==> config.mk <==
export PLATFORM = sky130hd
export DESIGN_NAME = z80_refresh_unit
export DESIGN_NICKNAME = d
export VERILOG_FILES = /design/src/rtl/z80_rfsh_pkg.sv /design/src/rtl/z80_refresh_unit.sv
export SDC_FILE = /design/constraint.sdc
export NUM_CORES = 1
export LEC_CHECK = 0
export ABC_CLOCK_PERIOD_IN_PS = 1800
export CORE_ASPECT_RATIO = 0.7
export CORE_MARGIN = 2
export CORE_UTILIZATION = 38
export DETAILED_ROUTE_END_ITERATION = 10
export PLACE_DENSITY = 0.79
export SYNTH_ARGS = -nofsm -noshare
export SYNTH_HDL_FRONTEND = slang
export SYNTH_SLANG_ARGS = --single-unit
==> constraint.sdc <==
create_clock -name clk -period 1.8 [get_ports clk]
set_clock_uncertainty 0.2 [all_clocks]
set_input_delay 0.36 -clock clk [delete_from_list [all_inputs] [get_ports clk]]
set_output_delay 0.36 -clock clk [all_outputs]
set_load 0.005 [all_outputs]
==> src/rtl/z80_rfsh_pkg.sv <==
// Shared types and helpers for the Z80 refresh unit and the Z80FI R-register checkers.
`default_nettype none

package z80_rfsh_pkg;

  typedef enum logic [0:0] {
    IDLE = 1'b0,
    RFSH = 1'b1
  } rfsh_state_t;

  localparam int TCNT_W = 2;

  // Increment the low cnt_width bits of R with wrap; the bits above them hold.
  function automatic logic [7:0] r_inc(input logic [7:0] r, input int cnt_width);
    logic [7:0] mask;
    mask = '0;
    for (int b = 0; b < 8; b++) begin
      if (b < cnt_width) mask[b] = 1'b1;
    end
    return (r & ~mask) | ((r + 8'h01) & mask);
  endfunction

endpackage

`default_nettype wire

==> src/rtl/z80_refresh_unit.sv <==
// ============================================================================
// Module  : z80_refresh_unit
// Brief   : Z80 I/R register owner and post-M1 DRAM refresh window sequencer.
//           Optional audit counters/fault and checks under Z80_RFSH_AUDIT_EN.
// Revision: 1.0 - initial release
// ============================================================================
`default_nettype none

module z80_refresh_unit
  import z80_rfsh_pkg::*;
#(
  parameter int          R_CNT_WIDTH  = 7,
  parameter int          RFSH_TCYCLES = 2,
  parameter logic [7:0]  RESET_I      = 8'h00
) (
  input  logic        clk,
  input  logic        reset,
  input  logic        m1_fetch_done,
  input  logic        ld_r_we,
  input  logic        ld_i_we,
  input  logic [7:0]  ld_data,
  output logic        rfsh_active,
  output logic        rfsh_last,
  output logic [15:0] rfsh_addr,
  output logic [7:0]  reg_r,
  output logic [7:0]  reg_i
`ifdef Z80_RFSH_AUDIT_EN
  ,
  output logic [31:0] rfsh_count,
  output logic        rfsh_fault
`endif
);

  localparam logic [TCNT_W-1:0] TCNT_LAST = TCNT_W'(RFSH_TCYCLES - 1);

  rfsh_state_t       state_q, state_d;
  logic [TCNT_W-1:0] tcnt_q, tcnt_d;
  logic [7:0]        reg_r_q, reg_r_d;
  logic [7:0]        reg_i_q, reg_i_d;
  logic              window_done;

  assign window_done = (state_q == RFSH) && (tcnt_q == TCNT_LAST);

  always_comb begin
    state_d = state_q;
    tcnt_d  = tcnt_q;
    reg_r_d = reg_r_q;
    reg_i_d = reg_i_q;
    case (state_q)
      IDLE: begin
        if (m1_fetch_done) begin
          state_d = RFSH;
          tcnt_d  = '0;
        end
      end
      RFSH: begin
        if (window_done) begin
          state_d = IDLE;
          tcnt_d  = '0;
          reg_r_d = r_inc(reg_r_q, R_CNT_WIDTH);
        end else begin
          tcnt_d = tcnt_q + 1'b1;
        end
      end
      default: begin
        state_d = IDLE;
        tcnt_d  = '0;
      end
    endcase
    // An explicit LD R,A overrides the increment landing on the same edge.
    if (ld_r_we) reg_r_d = ld_data;
    if (ld_i_we) reg_i_d = ld_data;
  end

  always_ff @(posedge clk) begin
    if (reset) begin
      state_q <= IDLE;
      tcnt_q  <= '0;
      reg_r_q <= 8'h00;
      reg_i_q <= RESET_I;
    end else begin
      state_q <= state_d;
      tcnt_q  <= tcnt_d;
      reg_r_q <= reg_r_d;
      reg_i_q <= reg_i_d;
    end
  end

  assign rfsh_active = (state_q == RFSH);
  assign rfsh_last   = window_done;
  assign rfsh_addr   = {reg_i_q, reg_r_q};
  assign reg_r       = reg_r_q;
  assign reg_i       = reg_i_q;

`ifdef Z80_RFSH_AUDIT_EN
  // Bits of R that only an explicit load may change.
  localparam logic [7:0] R_HOLD_MASK = r_inc(8'hFF, R_CNT_WIDTH);

  logic [31:0] rfsh_count_q, rfsh_count_d;
  logic        rfsh_fault_q, rfsh_fault_d;

  always_comb begin
    rfsh_count_d = rfsh_count_q;
    rfsh_fault_d = rfsh_fault_q;
    if (window_done) rfsh_count_d = rfsh_count_q + 32'd1;
    if (m1_fetch_done && (state_q == RFSH)) rfsh_fault_d = 1'b1;
  end

  always_ff @(posedge clk) begin
    if (reset) begin
      rfsh_count_q <= '0;
      rfsh_fault_q <= 1'b0;
    end else begin
      rfsh_count_q <= rfsh_count_d;
      rfsh_fault_q <= rfsh_fault_d;
      assert (!rfsh_active || (state_q == RFSH));
      assert (int'(tcnt_q) < RFSH_TCYCLES);
      if (!ld_r_we) assert ((reg_r_d & R_HOLD_MASK) == (reg_r_q & R_HOLD_MASK));
    end
  end

  assign rfsh_count = rfsh_count_q;
  assign rfsh_fault = rfsh_fault_q;
`endif

endmodule

`default_nettype wire

==> results.toml, run 1 <==
[finish]
syn_to_final_growth_pct = 52.9
n_antenna_cell = 0
layout-drive-gt1-share_pct = 16.5
fillers = 218
multi_input_area_um2 = 382
nets = 154
area.sequential_um2 = 399

[route]
wl_per_cell_um = 12.5
first_pass_iters = 4
final_antenna_net_count = 0
wl_mm = 2.14
vias = 847
drcViolationCount = 0
via_per_inst = 4.95
drt-initial-drc-count = 32

[clocking]
cts_tree = "yes"
cts_hold_buf = 0
htreeDepth = 1
path_clk_slew_ns = 0.10
clk_path_buf_depth = 2
cts_root_buffer = "clkbuf_4"
cts_buffers = 3
insertion_delay_ns = 0.29
clkSinkCount = 19

[setup_path]
endpoint_kind = "output port"
path_class = "flop to output port"
cp.required_ns = 1.24
timing.rr.start = "reg_r[0]$_SDFFE_PP0P_"
critPathTopFamily = "buffers and inverters"
critPathLaunch = "reg_r[0]$_SDFFE_PP0P_"
critPathLaunchType = "flop"
crit_chain = "clkdlybuf4s50_1"
slowest_delay_ns = 0.51
cp.buffers_inverters = 1
worstPathArrival_ns = 1.19
critPathMaxFanout = 6
cp_slowest_cell = "clkdlybuf4s50_1"

[logic_synthesis]
ys_seq_area_share_pct = 41.7
syn_area_um2 = 912
synth.distinct_cells = 28
synth.net_count = 115
synthCells = 101
yosys_warnings = 0
synth_seq_cells = 19
synth_area_per_cell_um2 = 9.03

[global_routing]
grt_pass1_wl_mm = 3.55
grt_pass1_vias = 779
grt_max_degree = 20
track_usage_pct = 16.0
grt_antenna_before_repair = 0
overflow = 0

[run_status]
status = "finished, final reports clean"

[min_path]
min-delay-start = "tcnt_q[1]$_SDFFE_PP0P_"
min_path_type = "flop to flop"

[sta]
finalSetupTns_ns = 0
period_minus_slack_ns = 1.75
slew_headroom_pct = 80.0
drv_slew = 0
clock.fmax_mhz = 572
tightest_slew_ns = 0.292
period_share_pct = 97.1
hold_violations = 0
setup_viol = 0
rsz0062_at_grt = "false"

[die]
initial_core_util_pct = 41.3
die-area_um2 = 2810
die_h_um = 45.0
ios = 47
rows = 14
core_area_um2 = 2210
fp.dieW_um = 62.6

[pwr]
p_total_mw = 0.892
vdd_drop_max_v = 0.000403
p_leak_nw = 0.565
power.density_nw_per_um2 = 640

[placement]
port_buffers = 46
finalWeightedCongestion = 0.753
dp_hpwl_mm = 1.63

[run]
cap_violations = 0
-- area by class of cell --
cell class              instances  share of cell area, %
clock buffers                   4                   1.88
inverters                       4                   1.08
multi-input cells              58                   27.4
flip-flops and latches         19                   28.6
well taps                      32                   2.87
repair buffers                 54                   38.2
-- cells by family (layout without fill, tap and decap cells) --
group                      Yosys count  in the layout  share of synthesized area (%)
and+or+nand+nor                     33             33                           18.1
buffers and inverters               24             62                           16.5
DFF                                 19             19                           41.7
AOI/OAI and AO/OA                   13             13                           10.4
muxes                               10             10                           11.0
adders and majority gates            1              1                           1.37
xor gates and xnor gates             1              1                          0.960
-- cells in the mapped netlist (all sizes together) --
library cell	number	area share, %
a31oi	1	0.69
nand2	2	0.82
buf	16	13
or3	3	2.2
nor4	1	0.69
a311oi	4	3.8
a211oi	2	1.6
ha	1	1.4
nand3b	1	0.82
a2111oi	1	0.96
o21ai	3	1.6
o21bai	1	0.82
nand4	2	1.4
nor3	1	0.55
clkbuf	4	1.6
nand4b	1	0.96
nor2	17	7.0
a21o	1	0.82
xnor2	1	0.96
and2b	1	0.96
nand3	2	1.1
mux2i	10	11
dfxtp	19	42
inv	4	1.6
and4	1	0.96
and3	1	0.69
-- layout by cell type (no fill, tap or decap), drive strengths merged --
master	count
o21bai	1
o21ai	3
a311oi	4
and4	1
nand3b	1
clkbuf	4
a31oi	1
mux2i	10
buf	8
a211oi	2
nor4	1
and2b	1
or3	3
nand3	2
inv	4
dlymetal6s2s	1
clkdlybuf4s50	43
a21o	1
nor3	1
nand4b	1
nand4	2
nor2	17
and3	1
ha	1
xnor2	1
nand2	2
a2111oi	1
dfxtp	19
dlygate4sd2	2
-- sequential cells by signal, summed over array words and instances, names as in the netlist --
| signal | flops |
|---|---|
| reg_i | 8 |
| reg_r | 8 |
| rfsh_active | 1 |
| tcnt_q | 2 |
-- metal layers --
metal	wire length (µm)	track usage, %	share of wire (%)	vias to the layer above
met5	0	0	0	-
met4	0	0.889	0	0
met3	161	6.73	7.5	0
met2	967	28.0	45	40
met1	1010	19.9	47	393
li1	-	-	-	414
-- timing repair --
item                       CTS  global route
setup endpoints to repair   11             9
buffers inserted             1             1
gates resized for setup     10             5
-- worst paths after layout --
kind	depth (start not counted)	slack [ns]	endpoint
max	1	0.05	reg_r[0]
min reg2reg	2	0.25	tcnt_q[1]$_SDFFE_PP0P_
max reg2reg	4	0.22	reg_r[4]$_SDFFE_PP0P_
min	2	0.25	tcnt_q[1]$_SDFFE_PP0P_
-- worst min-delay path, cell delays in order, from the launching register on --
cell	delay, ns
dfxtp_1	0.32
inv_1	0.05
a2111oi_0	0.04
-- through the flow --
stage                     worst slack [ns]  area (µm²)  hold slack, ns  std cells  utilization (%)
final                               0.0515        1400           0.250        171             63.2
after global routing              0.000985        1400           0.276        171             63.2
after CTS                          0.00545        1380           0.255        170             62.4
after detailed placement            0.0945        1340           0.240        165             60.5
after global placement               0.117        1340           0.228        165             60.5
after floorplan                      0.259         912           0.217        101                -
-- report_power, final --
part | total (mW) | leakage, nW | switching (mW) | internal, mW
registers | 0.477 | 0.161 | 0.0286 | 0.448
clock network | 0.203 | 0.0150 | 0.117 | 0.0861
logic | 0.212 | 0.389 | 0.0717 | 0.140
Power figures use the tool's default switching activity.
==> run 2, diff against run 1 <==
--- a/config.mk
+++ b/config.mk
@@ -6,9 +6,11 @@
 export NUM_CORES = 1
 export LEC_CHECK = 0
 export ABC_CLOCK_PERIOD_IN_PS = 1800
+export CELL_PAD_IN_SITES_DETAIL_PLACEMENT = 2
+export CELL_PAD_IN_SITES_GLOBAL_PLACEMENT = 2
 export CORE_ASPECT_RATIO = 0.7
 export CORE_MARGIN = 2
-export CORE_UTILIZATION = 38
+export CORE_UTILIZATION = 21
 export DETAILED_ROUTE_END_ITERATION = 10
 export PLACE_DENSITY = 0.79
 export SYNTH_ARGS = -nofsm -noshare
==> run 2 against run 1 <==
Via count is 3.1% higher. Critical path type unchanged. Sequential share of layout area is 1.6 points lower. Largest power group unchanged. Worst hold slack better by 0.052 ns. Highest routed layer is now met4. Sequential power hardly changed. Die area is 74% higher. Clock power is 47% higher. Critical endpoint is now rfsh_addr[5]. First-iteration DRC count is 6.3% lower. Design area is 3.6% higher.
==> results.toml, run 2 (same netlist as run 1, synthesis figures left out) <==
[clocking]
htreeDepth = 1
cts_hold_buf = 0
clk_path_buf_depth = 2
path_clk_slew_ns = 0.07
insertion_delay_ns = 0.26
cts_root_buffer = "clkbuf_8"
cts_buffers = 3
clkSinkCount = 19
cts_tree = "yes"

[finish]
final_common_cell = "clkdlybuf4s50_1"
layout-drive-gt1-share_pct = 16.9
nets = 157
area.sequential_um2 = 390
final_core_util_pct = 34.0
fillers = 471
layout_common_cells = "clkdlybuf4s50_1, nor2_1, dfxtp_1, buf_4, mux2i_1"
n_antenna_cell = 0
multi_input_area_um2 = 382
syn_to_final_growth_pct = 58.4

[setup_path]
path_class = "flop to output port"
endpoint_kind = "output port"
worstPathArrival_ns = 1.17
critPathLaunchType = "flop"
cp_slowest_cell = "clkdlybuf4s50_1"
cp.required_ns = 1.24
critPathMaxFanout = 5
crit_chain = "clkdlybuf4s50_1"
critPathTopFamily = "buffers and inverters"
slowest_delay_ns = 0.53
cp.buffers_inverters = 1

[sta]
drv_slew = 0
setup_viol = 0
tightest_slew_ns = 0.460
period_minus_slack_ns = 1.73
finalSetupTns_ns = 0
hold_violations = 0
clock.fmax_mhz = 576
slew_headroom_pct = 68.5
period_share_pct = 96.4
rsz0062_at_grt = "false"

[pwr]
vdd_drop_max_v = 0.000272
power.density_nw_per_um2 = 689
p_leak_nw = 0.583

[route]
drcViolationCount = 0
wl_mm = 2.80
routed.top_layer = "met4"
drt-initial-drc-count = 30
wl_per_cell_um = 14.2
final_antenna_net_count = 0
first_pass_iters = 4
via_per_inst = 4.43
met3_wirelength_um = 238
wl_met1_mm = 1.20
routed-wl-met2_mm = 1.35
vias = 873

[die]
ios = 47
die-area_um2 = 4900
initial_core_util_pct = 21.4
rows = 20
die_h_um = 59.1
fp.dieW_um = 82.8
core_area_um2 = 4250

[run]
cap_violations = 0

[run_status]
status = "finished, final reports clean"

[global_routing]
track_usage_pct = 12.0
grt_pass1_vias = 918
overflow = 0
grt_pass1_wl_mm = 4.37
grt_antenna_before_repair = 0
grt_max_degree = 12

[placement]
finalWeightedCongestion = 0.735
port_buffers = 46
dp_hpwl_mm = 2.24

[min_path]
min_path_type = "flop to flop"
==> run 2: where the power goes <==
group	total, mW	internal, mW	switching [mW]
logic	0.222	0.143	0.0790
clock network	0.299	0.154	0.145
registers	0.476	0.449	0.0270
==> run 2: metal layers <==
metal  global-route usage, %  vias to the layer above
li1                        -                      419
met1                    13.2                      416
met2                    21.8                       34
met3                    4.27                        4
met4                    3.51                        0
met5                       0                        -
==> run 2: area by class of cell <==
class | count | area share, %
Timing Repair Buffer | 57 | 37.6
Sequential cell | 19 | 27.0
Multi-Input combinational cell | 58 | 26.4
Tap cell | 55 | 4.76
Clock buffer | 3 | 2.86
Inverter | 4 | 1.04
Clock inverter | 1 | 0.346
==> run 2: worst paths after layout <==
path / cells past startpoint / startpoint / to / slack (ns)
max reg2reg: 4 / tcnt_q[1]$_SDFFE_PP0P_ / reg_r[3]$_SDFFE_PP0P_ / 0.21
max: 1 / reg_r[5]$_SDFFE_PP0P_ / rfsh_addr[5] / 0.07
min: 2 / tcnt_q[1]$_SDFFE_PP0P_ / tcnt_q[1]$_SDFFE_PP0P_ / 0.30
min reg2reg: 2 / tcnt_q[1]$_SDFFE_PP0P_ / tcnt_q[1]$_SDFFE_PP0P_ / 0.30
==> run 2: what timing repair did <==
item / in CTS / in global routing
setup buffers: 1 / 0
endpoints found under the setup margin: 6 / 7
pin swaps: 1 / 0
resized for setup: 5 / 5
==> run 2: through the flow <==
| step | setup slack [ns] | power [mW] | std cells | hold slack, ns | area [µm²] |
|---|---|---|---|---|---|
| 2_1_floorplan | 0.259 | 0.575 | 101 | 0.217 | 912 |
| 3_3_place_gp | 0.136 | 0.700 | 192 | 0.232 | 1380 |
| 3_5_place_dp | 0.0669 | 0.709 | 192 | 0.282 | 1380 |
| 4_1_cts | 0.00668 | 1.01 | 197 | 0.292 | 1440 |
| 5_1_grt | 0.00599 | 1.06 | 197 | 0.346 | 1450 |
| 6_report | 0.0651 | 0.996 | 197 | 0.302 | 1450 |
